**config.mk**
```make
export PLATFORM = sky130hd
export DESIGN_NAME = uart_rx_ctrl
export DESIGN_NICKNAME = d
export VERILOG_FILES = /design/src/rtl/uart_rx_ctrl_pkg.sv /design/src/rtl/uart_rx_ctrl_rx_fifo.sv /design/src/rtl/uart_rx_ctrl.sv
export SDC_FILE = /design/constraint.sdc
export NUM_CORES = 1
export LEC_CHECK = 0
export ABC_AREA = 1
export CORE_MARGIN = 2
export CORE_UTILIZATION = 46
export DETAILED_ROUTE_END_ITERATION = 8
export GPL_TIMING_DRIVEN = 0
export PLACE_DENSITY_LB_ADDON = 0.25
export SYNTH_ARGS = -nofsm -noshare
export SYNTH_HDL_FRONTEND = slang
export SYNTH_SLANG_ARGS = --single-unit
```
**constraint.sdc**
```tcl
create_clock -name clk -period 2 [get_ports clk]
set_clock_uncertainty 0.15 [all_clocks]
set_input_delay 0.5 -clock clk [delete_from_list [all_inputs] [get_ports clk]]
set_output_delay 0.5 -clock clk [all_outputs]
set_load 0.02 [all_outputs]
```
**src/rtl/uart_rx_ctrl_pkg.sv**
```systemverilog
// uart_rx_ctrl_pkg: register map and STATUS bit positions shared by the
// UART receive controller and any bus wrapper that decodes its registers.
package uart_rx_ctrl_pkg;

    // Register addresses
    localparam logic [1:0] ADDR_RXDATA = 2'd0;
    localparam logic [1:0] ADDR_STATUS = 2'd1;
    localparam logic [1:0] ADDR_DIV_LO = 2'd2;
    localparam logic [1:0] ADDR_DIV_HI = 2'd3;

    // STATUS / CTRL bit positions
    localparam int STAT_NOT_EMPTY = 0;
    localparam int STAT_FULL      = 1;
    localparam int STAT_OVERRUN   = 2;
    localparam int STAT_FRAME_ERR = 3;
    localparam int STAT_RX_EN     = 4;

    // Assemble the STATUS byte; bits 7:5 read as zero.
    function automatic logic [7:0] pack_status(input logic not_empty, input logic full,
                                               input logic overrun, input logic frame_err,
                                               input logic rx_en);
        logic [7:0] s;
        s = 8'h00;
        s[STAT_NOT_EMPTY] = not_empty;
        s[STAT_FULL]      = full;
        s[STAT_OVERRUN]   = overrun;
        s[STAT_FRAME_ERR] = frame_err;
        s[STAT_RX_EN]     = rx_en;
        return s;
    endfunction

endpackage

```
**src/rtl/uart_rx_ctrl_rx_fifo.sv**
```systemverilog
// rx_fifo: synchronous FIFO for received bytes.
//   push/din  : write din when not full, or when full and a pop happens this cycle
//   pop/dout  : dout is the head entry; pop is ignored while empty
//   full/empty: occupancy flags
// DEPTH must be a power of two (>= 2) so the pointers wrap naturally.
module rx_fifo #(
    parameter int WIDTH = 8,
    parameter int DEPTH = 4
) (
    input  logic             clk,
    input  logic             rst,
    input  logic             push,
    input  logic             pop,
    input  logic [WIDTH-1:0] din,
    output logic [WIDTH-1:0] dout,
    output logic             full,
    output logic             empty
);
    localparam int AW = $clog2(DEPTH);
    localparam int CW = AW + 1;

    logic [WIDTH-1:0] mem [DEPTH];
    logic [AW-1:0]    rd_ptr;
    logic [AW-1:0]    wr_ptr;
    logic [CW-1:0]    count;
    logic             do_push;
    logic             do_pop;

    assign full    = (count == CW'(DEPTH));
    assign empty   = (count == '0);
    assign do_pop  = pop & ~empty;
    // A full FIFO still accepts a push when a pop frees the slot this cycle.
    assign do_push = push & (~full | do_pop);
    assign dout    = mem[rd_ptr];

    always_ff @(posedge clk or posedge rst) begin
        if (rst) begin
            rd_ptr <= '0;
            wr_ptr <= '0;
            count  <= '0;
        end else begin
            if (do_pop)  rd_ptr <= rd_ptr + AW'(1);
            if (do_push) wr_ptr <= wr_ptr + AW'(1);
            case ({do_push, do_pop})
                2'b10:   count <= count + CW'(1);
                2'b01:   count <= count - CW'(1);
                default: count <= count;
            endcase
        end
    end

    // Storage needs no reset; occupancy is tracked by count.
    always_ff @(posedge clk) begin
        if (do_push) mem[wr_ptr] <= din;
    end

endmodule

```
**src/rtl/uart_rx_ctrl.sv**
```systemverilog
// uart_rx_ctrl: register-mapped control for a UART receiver.
//   clk, rst               : clock, async active-high reset
//   rx_done_tick/rx_dout/
//   rx_frame_err           : byte-complete strobe and data from the receiver
//   s_tick                 : oversampling tick to the receiver (period div+1)
//   wr_en/rd_en/addr/wdata : register access; rdata is combinational
//   irq                    : level interrupt (rx_en & (not_empty|overrun|frame_err))
// Registers: 0 RXDATA (read pops), 1 STATUS/CTRL, 2 DIV_LO, 3 DIV_HI.
module uart_rx_ctrl
    import uart_rx_ctrl_pkg::*;
#(
    parameter int          FIFO_DEPTH = 4,
    parameter logic [15:0] DIV_RESET  = 16'd0
) (
    input  logic       clk,
    input  logic       rst,
    input  logic       rx_done_tick,
    input  logic [7:0] rx_dout,
    input  logic       rx_frame_err,
    output logic       s_tick,
    input  logic       wr_en,
    input  logic       rd_en,
    input  logic [1:0] addr,
    input  logic [7:0] wdata,
    output logic [7:0] rdata,
    output logic       irq
);
    logic        rx_en;
    logic [15:0] div;
    logic [15:0] tick_cnt;
    logic        overrun;
    logic        frame_err;

    logic        fifo_full;
    logic        fifo_empty;
    logic [7:0]  fifo_dout;
    logic        push;
    logic        pop;
    logic        rx_event;
    logic        ovr_set;
    logic        fe_set;
    logic        ctrl_wr;

    // ---------------- tick generator ----------------
    // ">=" rather than "==" so a counter stranded above a freshly lowered
    // divisor wraps on the next cycle instead of running through 65535.
    assign s_tick = rx_en & (tick_cnt >= div);

    always_ff @(posedge clk or posedge rst) begin
        if (rst)          tick_cnt <= '0;
        else if (!rx_en)  tick_cnt <= '0;
        else if (s_tick)  tick_cnt <= '0;
        else              tick_cnt <= tick_cnt + 16'd1;
    end

    // ---------------- receive path ----------------
    assign rx_event = rx_done_tick & rx_en;
    assign push     = rx_event & ~rx_frame_err;
    assign pop      = rd_en & (addr == ADDR_RXDATA);
    // Full with a concurrent pop is not an overrun: the byte takes the freed slot.
    assign ovr_set  = push & fifo_full & ~pop;
    assign fe_set   = rx_event & rx_frame_err;
    assign ctrl_wr  = wr_en & (addr == ADDR_STATUS);

    rx_fifo #(
        .WIDTH (8),
        .DEPTH (FIFO_DEPTH)
    ) u_fifo (
        .clk   (clk),
        .rst   (rst),
        .push  (push),
        .pop   (pop),
        .din   (rx_dout),
        .dout  (fifo_dout),
        .full  (fifo_full),
        .empty (fifo_empty)
    );

    // ---------------- registers ----------------
    always_ff @(posedge clk or posedge rst) begin
        if (rst) begin
            rx_en     <= 1'b0;
            div       <= DIV_RESET;
            overrun   <= 1'b0;
            frame_err <= 1'b0;
        end else begin
            if (ctrl_wr) rx_en <= wdata[STAT_RX_EN];
            if (wr_en && addr == ADDR_DIV_LO) div[7:0]  <= wdata;
            if (wr_en && addr == ADDR_DIV_HI) div[15:8] <= wdata;
            // Write-one-to-clear; a same-cycle hardware set wins.
            overrun   <= ovr_set | (overrun   & ~(ctrl_wr & wdata[STAT_OVERRUN]));
            frame_err <= fe_set  | (frame_err & ~(ctrl_wr & wdata[STAT_FRAME_ERR]));
        end
    end

    // ---------------- read mux / irq ----------------
    always_comb begin
        rdata = 8'h00;
        case (addr)
            ADDR_RXDATA: rdata = fifo_empty ? 8'h00 : fifo_dout;
            ADDR_STATUS: rdata = pack_status(~fifo_empty, fifo_full, overrun, frame_err, rx_en);
            ADDR_DIV_LO: rdata = div[7:0];
            ADDR_DIV_HI: rdata = div[15:8];
            default:     rdata = 8'h00;
        endcase
    end

    assign irq = rx_en & (~fifo_empty | overrun | frame_err);

endmodule
```
## After elaboration in Yosys (flattened, before gate mapping)

Memories as Yosys holds them, arrays and structs flattened.
Cells that the tools add are included.

| storage, ports and cells | value |
|---|---|
| bits in latches | 0 |
| bits in writable memories | 32 |
| output and inout port bits | 10 |
| memories | 1 |
| input bits | 24 |
| word-level logic and storage cells | 60 |
| flip-flop bits (word level) | 42 |
| ROM bits | 0 |

Memories:

| memory | words | width | read ports | clocked after memory_dff | write ports | RTL line | source |
|---|---|---|---|---|---|---|---|
| u_fifo.mem | 4 | 8 | 1 | 0 | 1 | uart_rx_ctrl_rx_fifo.sv:22 | `logic [WIDTH-1:0] mem [DEPTH];` |

| operators by class | value |
|---|---|
| order comparisons | 1 |
| bitwise gates (word level) | 26 |
| div/mod/pow operators | 0 |
| shifts and indexed selects | 0 |
| multipliers | 0 |
| muxes and demuxes | 7 |
| eq/ne operators | 6 |
| reductions and logical operators | 5 |
| add/sub/neg operators | 5 |

Operator list:

| operator | count |
|---|---|
| 2-to-1 mux 16 bit | 2 |
| one-hot mux 8 bit (4 select lines) | 1 |
| adder 16 x 1 -> 16 bit, second input constant | 1 |
| greater-or-equal comparator 16 bit | 1 |
| bitwise AND 1 bit | 15 |
| 2-to-1 mux 8 bit | 1 |
| equality test 2 bit, second input constant | 3 |
| NOT 1 bit | 6 |
| one-hot mux 3 bit (2 select lines) | 1 |
| bitwise OR 1 bit | 5 |
| adder 2 x 1 -> 2 bit, second input constant | 2 |
| equality test 2 x 1 -> 1 bit, second input constant | 2 |
| adder 3 x 1 -> 3 bit, second input constant | 1 |
| equality test 3 bit, second input constant | 1 |
| logical NOT 3 bit | 1 |
| subtractor 3 x 1 -> 3 bit, second input constant | 1 |
| logical AND 1 bit | 2 |
| logical NOT 2 bit | 1 |
| 2-to-1 mux 1 bit | 2 |
| nonzero test 2 bit | 1 |

## Logic depth before layout (Yosys ltp)

| depth | value |
|---|---|
| depth in word-level cells | 7 |
| mapped depth | 12 |
| depth with buffers taken out | 11 |

## Modules after synthesis

Synthesis repeated with hierarchy kept, for this count alone.

| unflattened totals | value |
|---|---|
| cell total of the unflattened synthesis | 433 |
| area, all modules | 3993.8 um2 |

By module, submodules not included:

| module | seq. area each (um2) | area an instance (um2) | cells an instance | instances |
|---|---|---|---|---|
| uart_rx_ctrl | 875.8 | 2274.7 | 284 | 1 |
| rx_fifo | 1136.1 | 1719.1 | 149 | 1 |

## Least setup slack after synthesis

OpenSTA, ideal clock, no wires.

| timing path | value |
|---|---|
| path type | input-to-reg |
| start point | in addr[1] |
| end point | reg u_fifo.count[2] |
| cell stages on the path | 10 |
| data required time | 1.719 ns |
| setup time | 0.131 ns |
| data arrival time | 2.040 ns |
| buffers on the path | 0 |
| setup slack | -0.321 ns |
| cells stage by stage | or2_1 -> a21oi_4 -> nand2_4 -> inv_1 -> ha_1 -> inv_1 -> fa_1 -> a21oi_1 -> o21ai_0 -> xor2_1 |

| between the ends | value |
|---|---|
| cells in the longest elaborated chain, start to end | 7 |
| elaborated cells between the ends (all ways) | 9 |
| those cells by class | eq/ne: 2; mux: 1; bitwise: 4; reduce/logical: 2 |

RTL lines:

| item | RTL line | source |
|---|---|---|
| start: declaration | uart_rx_ctrl.sv:23 | `input logic [1:0] addr,` |
| logical NOT 2 bit (*) | uart_rx_ctrl.sv:59 | `assign pop = rd_en & (addr == ADDR_RXDATA);` |
| bitwise AND 1 bit (*) | uart_rx_ctrl.sv:59 |  |
| bitwise AND 1 bit (*) | uart_rx_ctrl_rx_fifo.sv:31 | `assign do_pop = pop & ~empty;` |
| net u_fifo.do_pop | uart_rx_ctrl_rx_fifo.sv:27 | `logic do_pop;` |
| bitwise OR 1 bit | uart_rx_ctrl_rx_fifo.sv:33 | `assign do_push = push & (~full \| do_pop);` |
| bitwise AND 1 bit | uart_rx_ctrl_rx_fifo.sv:33 |  |
| equality test 2 x 1 -> 1 bit or equality test 2 bit (tied branches) | uart_rx_ctrl_rx_fifo.sv:44 | `case ({do_push, do_pop})` |
| one-hot mux 3 bit (2 select lines) or nonzero test 2 bit (tied branches) | n/a |  |
| end signal: assignment | uart_rx_ctrl_rx_fifo.sv:45 | `2'b10: count <= count + CW'(1);` |
| end signal: assignment | uart_rx_ctrl_rx_fifo.sv:46 | `2'b01: count <= count - CW'(1);` |
| end signal: assignment | uart_rx_ctrl_rx_fifo.sv:47 | `default: count <= count;` |
| end: declaration | uart_rx_ctrl_rx_fifo.sv:25 | `logic [CW-1:0] count;` |

The timed path passes the listed nets; every way through them passes the cells marked *.
A chain may end at the register's enable or synchronous reset.

## Worst setup path after layout

| timing path | value |
|---|---|
| start point | reg div[14] |
| end point | out s_tick |

| between the ends | value |
|---|---|
| cells in the longest elaborated chain, start to end | 2 |

RTL lines:

| item | RTL line | source |
|---|---|---|
| start: declaration | uart_rx_ctrl.sv:29 | `logic [15:0] div;` |
| start signal: assignment | uart_rx_ctrl.sv:89 | `if (wr_en && addr == ADDR_DIV_HI) div[15:8] <= wdata;` |
| greater-or-equal comparator 16 bit | uart_rx_ctrl.sv:47 | `assign s_tick = rx_en & (tick_cnt >= div);` |
| bitwise AND 1 bit | uart_rx_ctrl.sv:47 |  |
| end: declaration | uart_rx_ctrl.sv:20 | `output logic s_tick,` |

Every way passes these cells.

==> results by group <==
Status
  – Status: finished with violations
  – Failing checks: setup timing

Global routing
  – Largest net degree at the start of global routing: 43
  – Top Usage Layer GRT: met2
  – Met3 Usage GRT: 4.90%
  – First-pass GRT wire length: 14700 um
  – Global Route met1 Usage: 30.5%
  – Total grt overflow: 0
  – GR Layer Usage met2: 35.2%
  – Number of global-route vias before repair: 3024
  – Number of antenna violations at the first check in global routing: 0
  – Gr usage total: 22.3%

Flow run
  – # Max-Cap Violations: 0

Logic synthesis
  – Flops & latches, synth: 74
  – Area leader, netlist: dfrtp_1
  – Synth cell types: 28
  – Seq/Total Area, Yosys: 53.8%
  – Synth top cells by count: nand2_1, inv_1, nor2_1, dfrtp_1, o21ai_0
  – Synth Area per Inst: 9.10 um2
  – Warnings, synthesis: 0
  – Asr flop ratio synth: 56.8%
  – Area contributors post-synth: dfrtp_1, edfxtp_1, nand2_1
  – Top_reg_cell synth: dfrtp_1
  – Count leader, synth: nand2_1
  – Area fraction of the dominant cell type after synthesis: 28.1%
  – Mapped cell area: 3740 um2
  – Number of enable flip-flop cells after synthesis: 32
  – Synth Instances: 411
  – Syn nets: 458

Drt
  – Routed via count: 3137
  – Detailed Route Iter0 Violations: 206
  – Antenna-violating nets left: 0
  – DR DRC count: 0
  – Overall routed net length: 9300 um
  – WL/cell: 15.4 um
  – DRT Pass-1 Iters: 5
  – Vias/cell: 5.20

Hold path
  – HP Start: tick_cnt[0]
  – Worst min path class: reg -> reg

Worst setup path
  – Critical path arrival: 1890 ps
  – Critical path startpoint: div[14]
  – Worst Path Buf+Inv: 3
  – Critical path data required time: 1350 ps
  – CP Max Fanout: 2
  – CP Class: reg -> out
  – Delay-heaviest family, CP: simple AND/OR/NAND/NOR gates
  – Critical path's largest stage delay: 350 ps
  – Crit path launch type: register
  – Critical path's slowest cell: dfrtp_1
  – R2R Path Start: u_fifo.count[1]
  – CP most frequent cell: inv_1
  – Worst Setup End Kind: primary output
  – Worst path cell trace: inv_1, ha_1, nand4_1, nor2_2, nand2_1, inv_1, nand2_2, a21boi_2, buf_6

Clocking
  – Max H-tree Level: 3
  – CTS Buf Count: 9
  – Worst skew pair latency: 350 ps
  – Clock Path Buffers: 2
  – Clock transition at path regs: 80 ps
  – CTS tree: yes
  – CTS Sinks: 74
  – CTS root buf: clkbuf_8

Floorplan
  – Die Y: 94.2 um
  – Die X: 94.2 um
  – Core box area: 7810 um2
  – Total die area: 8870 um2
  – Number of I/O pins: 34
  – Cell Rows: 32
  – Starting Density: 47.9%

Power
  – Static leakage power: 2.25 nW
  – Switch share: 37.5%
  – VDD IR max: 618 uV
  – Pint: 0.00318 W
  – Switching power total: 0.00191 W
  – Seq pwr share: 38.0%
  – Clock group share of total power: 20.1%
  – Logic pwr share: 41.9%
  – Total power: 0.00509 W
  – Power Density: 984 nW/um2

Placement
  – Post-DP HPWL: 6130 um
  – Routability cong.: 0.821
  – Dpl ws: -1210 ps
  – Port Buffers: 33

STA
  – Hold slack: 314 ps
  – Worst setup margin: -540 ps
  – Fin. max-slew vios: 0
  – RSZ-0062 raised after global routing: true
  – Relative slew slack: 75.4%
  – Fin crit period: 2540 ps
  – Worst Max-Slew Pin Slew: 369 ps
  – Fmax: 394 MHz
  – Final setup viols: 54
  – Hold Vio Cnt, Final: 0
  – Period utilization: 127%

Finish
  – Area Overhead vs Synth: 38.2%
  – Post-layout util: 66.2%
  – Diode count: 0
  – Nets: 543
  – Filler Cells Inserted: 589
  – Area of the multi-input gates: 1800 um2
  – Layout cells sized above 1: 28.5%
  – Register area: 2020 um2
[worst register-to-register path: cells and delay by family (launching register included)]
kind | cells | cell delay, ps
buf+inv | 4 | 470
simple gates | 3 | 310
flops | 1 | 430
fa+ha+maj | 2 | 480
compound gates | 2 | 200
xor+xnor | 1 | 150
[flip-flops by register name, indices dropped and copies added, names as in the netlist]
signal         cells
rx_en              1
frame_err          1
div               16
u_fifo.mem        32
u_fifo.count       3
u_fifo.rd_ptr      2
overrun            1
tick_cnt          16
u_fifo.wr_ptr      2
[stage by stage]
stage                     instance area, um2  TNS [ps]  cells
after global routing                    5170    -10710    603
after CTS                               4870     -4450    588
final                                   5170     -6420    603
after global placement                  4230    -72160    546
after detailed placement                4250    -50400    547
after floorplan                         3770     -4330    411
[power groups by stage]
stage                     sequential (W)  clock [W]  combinational (W)
after floorplan                  0.00189          0           0.000870
after global placement           0.00193          0            0.00125
after detailed placement         0.00193          0            0.00130
after CTS                        0.00193    0.00103            0.00181
after global routing             0.00195    0.00110            0.00229
final                            0.00193    0.00102            0.00213
[timing repair]
action	in CTS	in global routing
setup buffers	23	16
cloned	2	0
setup endpoints to repair	55	60
pin swaps	26	14
gates resized for setup	142	35
hold buffers	0	0
[per-layer routing]
layer / share of wire [%] / up-vias / wire length, um
met1: 43 / 1507 / 3970
met5: 0 / - / 0
met4: 1.8 / 0 / 164
met3: 6.9 / 14 / 645
li1: - / 1512 / -
met2: 49 / 104 / 4520
[cells in the final DEF (no fill, tap or decap), types with 6 or more instances in the layout]
master	count
a21oi_1	8
buf_4	30
nand3_1	13
nor2_2	8
inv_1	56
edfxtp_1	32
buf_12	6
ha_1	17
nand2_2	7
xor2_1	9
clkbuf_8	11
o21ai_1	12
nor2_1	37
buf_6	16
inv_2	7
nor2_4	8
clkdlybuf4s50_1	21
dfrtp_1	37
o21ai_0	24
nand2_1	79
[final cells by class]
class	count	area share, %
Tap cell	102	2.47
Multi-Input combinational cell	265	34.8
Clock inverter	7	0.871
Buffer	7	1.26
Clock buffer	9	2.40
Inverter	65	4.82
Sequential cell	74	39.0
Timing Repair Buffer	74	14.3
[cells by family after synthesis]
logic type / synth area share, %
AO/OA/AOI/OAI: 10.1
XOR/XNOR: 3.28
adder cells (fa/ha/maj): 7.90
buffers and inverters: 7.36
flip-flops: 53.8
AND/OR/NAND/NOR: 17.5
[worst paths after layout]
kind                              endpoint  slack, ps  cells after the start
min in group asynchronous           div[7]        330                      3
max in group asynchronous      tick_cnt[6]       1140                      3
setup reg to reg           u_fifo.count[2]       -310                     12
hold / removal                 tick_cnt[0]        310                      1
setup / recovery                    s_tick       -540                      9
hold reg to reg                tick_cnt[0]        310                      1
Power figures use the tool's default switching activity.
